## src/rtl/uart_rx_fifo.sv

```systemverilog
// uart_rx_fifo
// ------------
// Receive buffer between a UART receiver and its consumer. Each byte the
// receiver presents with its one-cycle done strobe is stored in a
// 2^ADDR_W-deep first-in-first-out array. The head byte is presented
// first-word-fall-through on dout (0 while empty). Occupancy, empty/full
// status and a sticky overflow flag are all registered.
//
// Optional feature macro: UART_RX_FIFO_ALMOST_FULL_EN
//   When defined, adds a registered almost_full output that is 1 whenever the
//   stored count is >= AF_LEVEL (1 .. 2^ADDR_W). When undefined the port and its
//   logic are absent and AF_LEVEL is unused.
//
// Parameters
//   DATA_W    byte width
//   ADDR_W    log2 of the depth
//   AF_LEVEL  almost-full threshold in entries (macro builds only)
//
// Ports
//   clk           rising-edge clock
//   reset         synchronous, active-low reset
//   rx_done_tick  one-cycle write strobe from the receiver
//   din           byte to store, valid with rx_done_tick
//   rd_en         consumer pops the head entry this cycle
//   ovf_clr       clears the sticky overflow flag
//   dout          head entry, 0 while empty
//   empty         no entries stored
//   full          count equals 2^ADDR_W
//   count         number of stored entries, 0 .. 2^ADDR_W
//   overflow      sticky: a byte was dropped while full
//   almost_full   count >= AF_LEVEL (macro builds only)

module uart_rx_fifo #(
  parameter int unsigned DATA_W   = 8,
  parameter int unsigned ADDR_W   = 4,
  parameter int unsigned AF_LEVEL = 12
) (
  input  logic              clk,
  input  logic              reset,
  input  logic              rx_done_tick,
  input  logic [DATA_W-1:0] din,
  input  logic              rd_en,
  input  logic              ovf_clr,
  output logic [DATA_W-1:0] dout,
  output logic              empty,
  output logic              full,
  output logic [ADDR_W:0]   count,
  output logic              overflow
`ifdef UART_RX_FIFO_ALMOST_FULL_EN
  ,
  output logic              almost_full
`endif
);

  localparam int unsigned Depth = 1 << ADDR_W;

  // Count value that means "full": only the MSB of the ADDR_W+1-bit count set.
  localparam logic [ADDR_W:0] FullCnt = {1'b1, {ADDR_W{1'b0}}};

  // Storage array; deliberately not reset, empty masks its contents on dout.
  logic [DATA_W-1:0] mem [Depth];

  logic [ADDR_W-1:0] wr_ptr_q, wr_ptr_d;
  logic [ADDR_W-1:0] rd_ptr_q, rd_ptr_d;
  logic [ADDR_W:0]   count_q, count_d;
  logic              empty_q, empty_d;
  logic              full_q, full_d;
  logic              ovf_q, ovf_d;

  logic wr_acc;
  logic rd_acc;
  logic ovf_set;

  // A write is taken while not full, or while full if the head is popped in
  // the same cycle (the pop frees the slot the write lands in).
  assign wr_acc  = rx_done_tick & (~full_q | rd_en);
  // A pop while empty is ignored, even if a write arrives in the same cycle.
  assign rd_acc  = rd_en & ~empty_q;
  // A strobe while full with no pop loses the byte.
  assign ovf_set = rx_done_tick & full_q & ~rd_en;

  always_comb begin
    wr_ptr_d = wr_ptr_q;
    rd_ptr_d = rd_ptr_q;
    count_d  = count_q;

    if (wr_acc) begin
      wr_ptr_d = wr_ptr_q + ADDR_W'(1);
    end
    if (rd_acc) begin
      rd_ptr_d = rd_ptr_q + ADDR_W'(1);
    end

    case ({wr_acc, rd_acc})
      2'b10:   count_d = count_q + (ADDR_W + 1)'(1);
      2'b01:   count_d = count_q - (ADDR_W + 1)'(1);
      default: count_d = count_q;
    endcase

    // Flags are computed from the next-state count so they register together.
    empty_d = (count_d == '0);
    full_d  = (count_d == FullCnt);

    // Set has priority over clear so a drop in the clearing cycle is not lost.
    if (ovf_set) begin
      ovf_d = 1'b1;
    end else if (ovf_clr) begin
      ovf_d = 1'b0;
    end else begin
      ovf_d = ovf_q;
    end
  end

  always_ff @(posedge clk) begin
    if (!reset) begin
      wr_ptr_q <= '0;
      rd_ptr_q <= '0;
      count_q  <= '0;
      empty_q  <= 1'b1;
      full_q   <= 1'b0;
      ovf_q    <= 1'b0;
    end else begin
      wr_ptr_q <= wr_ptr_d;
      rd_ptr_q <= rd_ptr_d;
      count_q  <= count_d;
      empty_q  <= empty_d;
      full_q   <= full_d;
      ovf_q    <= ovf_d;
    end
  end

  // Array write. Gated by reset so a strobe during reset leaves no trace in
  // the pointer-addressed slot that will be written first afterwards.
  always_ff @(posedge clk) begin
    if (reset && wr_acc) begin
      mem[wr_ptr_q] <= din;
    end
  end

`ifdef UART_RX_FIFO_ALMOST_FULL_EN
  localparam logic [ADDR_W:0] AfCnt = AF_LEVEL[ADDR_W:0];

  logic af_q;

  always_ff @(posedge clk) begin
    if (!reset) begin
      af_q <= 1'b0;
    end else begin
      af_q <= (count_d >= AfCnt);
    end
  end

  assign almost_full = af_q;
`endif

  // First-word-fall-through head: combinational array read, masked while empty.
  assign dout     = empty_q ? '0 : mem[rd_ptr_q];
  assign empty    = empty_q;
  assign full     = full_q;
  assign count    = count_q;
  assign overflow = ovf_q;

endmodule
```

## config.mk

```make
export PLATFORM = sky130hd
export DESIGN_NAME = uart_rx_fifo
export DESIGN_NICKNAME = d
export VERILOG_FILES = /design/src/rtl/uart_rx_fifo.sv
export SDC_FILE = /design/constraint.sdc
export NUM_CORES = 1
export LEC_CHECK = 0
export ABC_AREA = 1
export CAP_MARGIN = 20
export CORE_UTILIZATION = 50
export DETAILED_ROUTE_END_ITERATION = 6
export GPL_TIMING_DRIVEN = 0
export PLACE_DENSITY_LB_ADDON = 0.25
export RECOVER_POWER = 100
export SLEW_MARGIN = 20
export SYNTH_ARGS = -nofsm -noshare
export SYNTH_HDL_FRONTEND = slang
export SYNTH_SLANG_ARGS = --single-unit
```

## constraint.sdc

```tcl
create_clock -name clk -period 6.77 [get_ports clk]
set_clock_uncertainty 0.15 [all_clocks]
set_input_delay 0.677 -clock clk [delete_from_list [all_inputs] [get_ports clk]]
set_output_delay 0.677 -clock clk [all_outputs]
set_load 0.02 [all_outputs]
```

After elaboration in Yosys (flattened, before gate mapping)
Memory sizes are Yosys's and may differ from the RTL's. A register that Yosys moved wholly into a read port is not among the register bits.
Cells that the tools add are included.

word-level totals
  ROM bits = 0
  memories = 1
  bits in registers = 16
  output and inout bits = 16
  logic and storage cells = 33
  memory bits (writable) = 128
  bits in latches = 0
  bits of input ports = 13

memories
  name  depth  bits a word  read ports  clocked after memory_dff  write ports  line  source
  mem   16     8            1           1                         1            61    logic [DATA_W-1:0] mem [Depth];

cells by class
  div/mod/pow operators = 0
  shift operators = 0
  bitwise operators = 8
  eq/ne operators = 3
  $add $sub $neg = 4
  muxes and demuxes = 8
  reduce and logical (&&, ||, !) cells = 3
  $lt $le $gt $ge = 0
  multiply operators = 0

operators by type and width
  kind                   number
  $pmux W5 S2            1
  $add A4 B1 Y4 const B  2
  $mux W4                2
  $mux W8                1
  $add A5 B1 Y5 const B  1
  $eq A5 B5 Y1 const B   1
  $logic_not A5 Y1       1
  $sub A5 B1 Y5 const B  1
  $and A1 B1 Y1          4
  $mux W1                4
  $not A1 Y1             3
  $eq A2 B1 Y1 const B   1
  $eq A2 B2 Y1 const B   1
  $reduce_bool A2 Y1     1
  $logic_and A1 B1 Y1    1
  $or A1 B1 Y1           1

Longest topological paths before layout
  depth in word-level cells = 6
  mapped depth = 17
  mapped depth without buffers = 17

Least setup slack after synthesis
Ideal clock, no wire load.

  path kind = input-to-reg
  start = in rd_en
  end = mem mem[12][0] (enable)
  buffers on the path = 0
  library setup time = 395 ps
  data required time = 6,225 ps
  arrival = 2,057 ps
  slack = 4,168 ps
  cell stages on the path = 6
  cells stage by stage = inv_1 > a21boi_2 > inv_1 > nor2_2 > inv_2 > nor4_1

on the way
  cells in the longest elaborated chain, start to end = 5

ends and longest elaborated chain
  what                           line  source
  start: declaration             42    input logic rd_en,
  $or A1 B1 Y1                   76    assign wr_acc = rx_done_tick & (~full_q | rd_en);
  $and A1 B1 Y1                  76
  $logic_and A1 B1 Y1            135   if (reset && wr_acc) begin
  $mux W1                        135
  $mux W1 (implied by the code)  136   mem[wr_ptr_q] <= din;
  end: declaration               61

No other way between the ends.

==> results by group <==
Clocking
  • CTS H-tree depth: 4
  • Post-CTS sizing: 0
  • CTS Hold Bufs: 0
  • Clk root buf: clkbuf_16
  • Clock-pin transition on the worst setup and hold timing paths: about 60 ps
  • TritonCTS buffer count: 17
  • Post-CTS setup buffer count: 0
  • CTS sink count: 148
  • Longest Clk Path Bufs: 2
  • Clock latency on the worst-skew pair: 420 ps
  • CTS tree: built

GRT
  • Grt total ovfl: 0
  • Initial antenna violation count: 0
  • GRT Util Overall: 0.252
  • Vias in the first global route: 4273
  • Pin count of the biggest net entering global routing: 17
  • Global-route wire length before repair: about 23000 um

Power
  • Worst VDD drop: ~0.18 mV
  • Pwr/cell area: 336 nW/um^2
  • Leakage: 2.52 nW

STA
  • Post-route clock period utilization: 0.559
  • Rel. slew slack: 0.0256
  • Final setup violation count: 0
  • Setup TNS: 0 ps
  • Final hold vios: 0
  • FMAX: about 0.26 GHz
  • Tmin final: between 3000 and 4000 ps
  • RSZ-0062 raised after global routing: false
  • Worst-margin pin slew: roughly 1500 ps
  • PnR worst setup slack: around 3000 ps
  • Max-slew violations: 0

Worst setup path
  • R2R depth: 5
  • Worst-path fanout max: 10
  • Worst EP arrival: about 3000 ps
  • Reg2Reg Setup Slack: between 3000 and 4000 ps
  • Worst r2r dst: mem[10][4]
  • Critical Path Sink Type: primary output
  • Critical path startpoint category: flip-flop
  • FF-to-FF Start: full
  • Req. time, crit path: 5940 ps
  • Worst Setup Path Type: flip-flop to primary output

Min path
  • Hold_sp: overflow
  • Worst Hold Depth: 2
  • Worst min path class: flip-flop to flip-flop
  • Hold endpoint: overflow

Layout
  • Commonest non-fill, non-tap cell in the layout: edfxtp_1
  • Diodes inserted: 0
  • Ratio of cells with drive above 1 in the final layout: 0.0940
  • # nets final: a little under 600
  • Area growth from synthesis to layout: 18.2%
  • Post-route insts no fill: between 700 and 800
  • Commonest cells after routing, fill and taps aside: edfxtp_1 (128), nor2_1 (114), o21ai_0 (40), o21ai_1 (40), nand2_1 (31)

Yosys
  • Ys Warns: 0
  • Synth unique cells: 29
  • Synthesized area: roughly 6000 um^2
  • Syn Inst Count: about 520
  • #FFs+latches synth: 148
  • Post-synthesis net count: about 540
  • Sequential area share after synthesis: 0.692
  • Syn avg cell area: around 12 um^2

Routing
  • DRC Markers: 0
  • Vias per cell: around 5.8
  • Detail Route Antenna Nets: 0
  • Via count: about 4200
  • DRT Pass-1 Iters: 5
  • Routed length per instance: 20.3 um
  • Final wirelength: approximately 15000 um
  • DR iter-0 viols: just under 400

Place
  • DPL Wire Length: 9780 um
  • Placer Congestion: 0.840
  • Dpl ws: around 3400 ps
  • Inst Count DP: 700
  • Port Buf Inserts: 28

Floorplanning
  • Die area: around 13000 um^2
  • Row count: 40
  • Initial Utilization: 0.513
  • Die Width: 113 um
  • Die Ht: 113 um
  • IO Pins: 29
  • Core ar.: 12000 um^2

Flow run
  • Total of max-cap violations: 0

Outcome
  • Status: complete, no violations
where the power goes:
group / internal [W] / switching [W] / total [W]
combinational: 0.000123 / 0.000236 / 0.000359
clock: 0.000689 / 0.000365 / 0.00105
sequential: 0.00101 / 0.0000141 / 0.00102
synthesized netlist by cell type:
cell type / instances / share of area
nor2_1: 112 / 0.069
nor2_4: 1 / 0.0018
nand3_1: 20 / 0.016
inv_4: 1 / 0.0010
nand2_1: 31 / 0.019
o211ai_1: 24 / 0.029
nor4_1: 3 / 0.0031
o221ai_1: 6 / 0.0086
a21boi_2: 1 / 0.0018
o21bai_1: 1 / 0.0012
edfxtp_1: 128 / 0.63
o21ai_1: 41 / 0.033
buf_6: 4 / 0.0073
o211ai_2: 2 / 0.0041
and3_1: 1 / 0.0010
nor2_2: 2 / 0.0020
dfxtp_1: 20 / 0.065
o21ai_0: 39 / 0.032
ha_1: 8 / 0.016
inv_2: 4 / 0.0024
inv_1: 26 / 0.016
buf_4: 8 / 0.0098
clkinv_1: 1 / 0.00061
nor3_1: 6 / 0.0049
buf_2: 8 / 0.0065
a21oi_1: 18 / 0.015
clkbuf_1: 4 / 0.0024
xor2_1: 1 / 0.0014
nand4_1: 2 / 0.0020
logic make-up after synthesis:
logic type / synth area share
AND/OR/NAND/NOR: 0.119
flip-flops: 0.692
AO/OA/AOI/OAI: 0.125
buffers and inverters: 0.0461
adder cells (fa/ha/maj): 0.0163
XOR/XNOR: 0.00143
critical path: stages, from the launching register on:
cell and delay [ps]:
dfxtp_1 300, buf_6 130, inv_2 70, clkbuf_1 470, o21ai_0 180, o211ai_1 300, o211ai_1 220, a21oi_1 180
dlygate4sd3_1 690
routing by layer:
layer / vias up / wire length [um] / global-route usage
li1: 1980 / - / -
met2: 165 / 7170 / 0.403
met5: - / 0 / 0.00784
met1: 2034 / 6390 / 0.332
met4: 0 / 456 / 0.124
met3: 36 / 876 / 0.0493
sequential cells by signal, summed over array words and instances (netlist names), named ones only:
register  cells
count         5
overflow      1
mem         128
full          1
rd_ptr_q      4
wr_ptr_q      4
empty         1
per-stage QoR:
step	cell area [um^2]	util	power [W]	hold WS, ps
final	7250	0.606	0.00244	333
after global routing	7250	0.606	0.00252	350
after CTS	7290	0.610	0.00245	342
after detailed placement	6630	0.554	0.00141	328
after global placement	6600	0.551	0.00140	304
after floorplan	6130	-	0.00127	305
area by class of cell:
type,count,area [um^2]
fillers,962,4710
flip-flops and latches,148,4240
multi-input cells,319,1590
clock buffers,18,429
repair buffers,30,288
clock inverters,14,231
well taps,147,184
plain buffers,24,159
inverters,32,123
worst max-delay path by stage:
stage | startpoint | to | slack, ps
after floorplan | rd_en | mem[12][0] | 4170
after global placement | rd_en | mem[12][4] | 2930
after detailed placement | rd_en | mem[9][0] | 3420
after CTS | flip-flop | dout[1] | 3280
after global routing | flip-flop | dout[5] | 2870
final | flip-flop | dout[4] | 2990
Power figures use the tool's default switching activity.
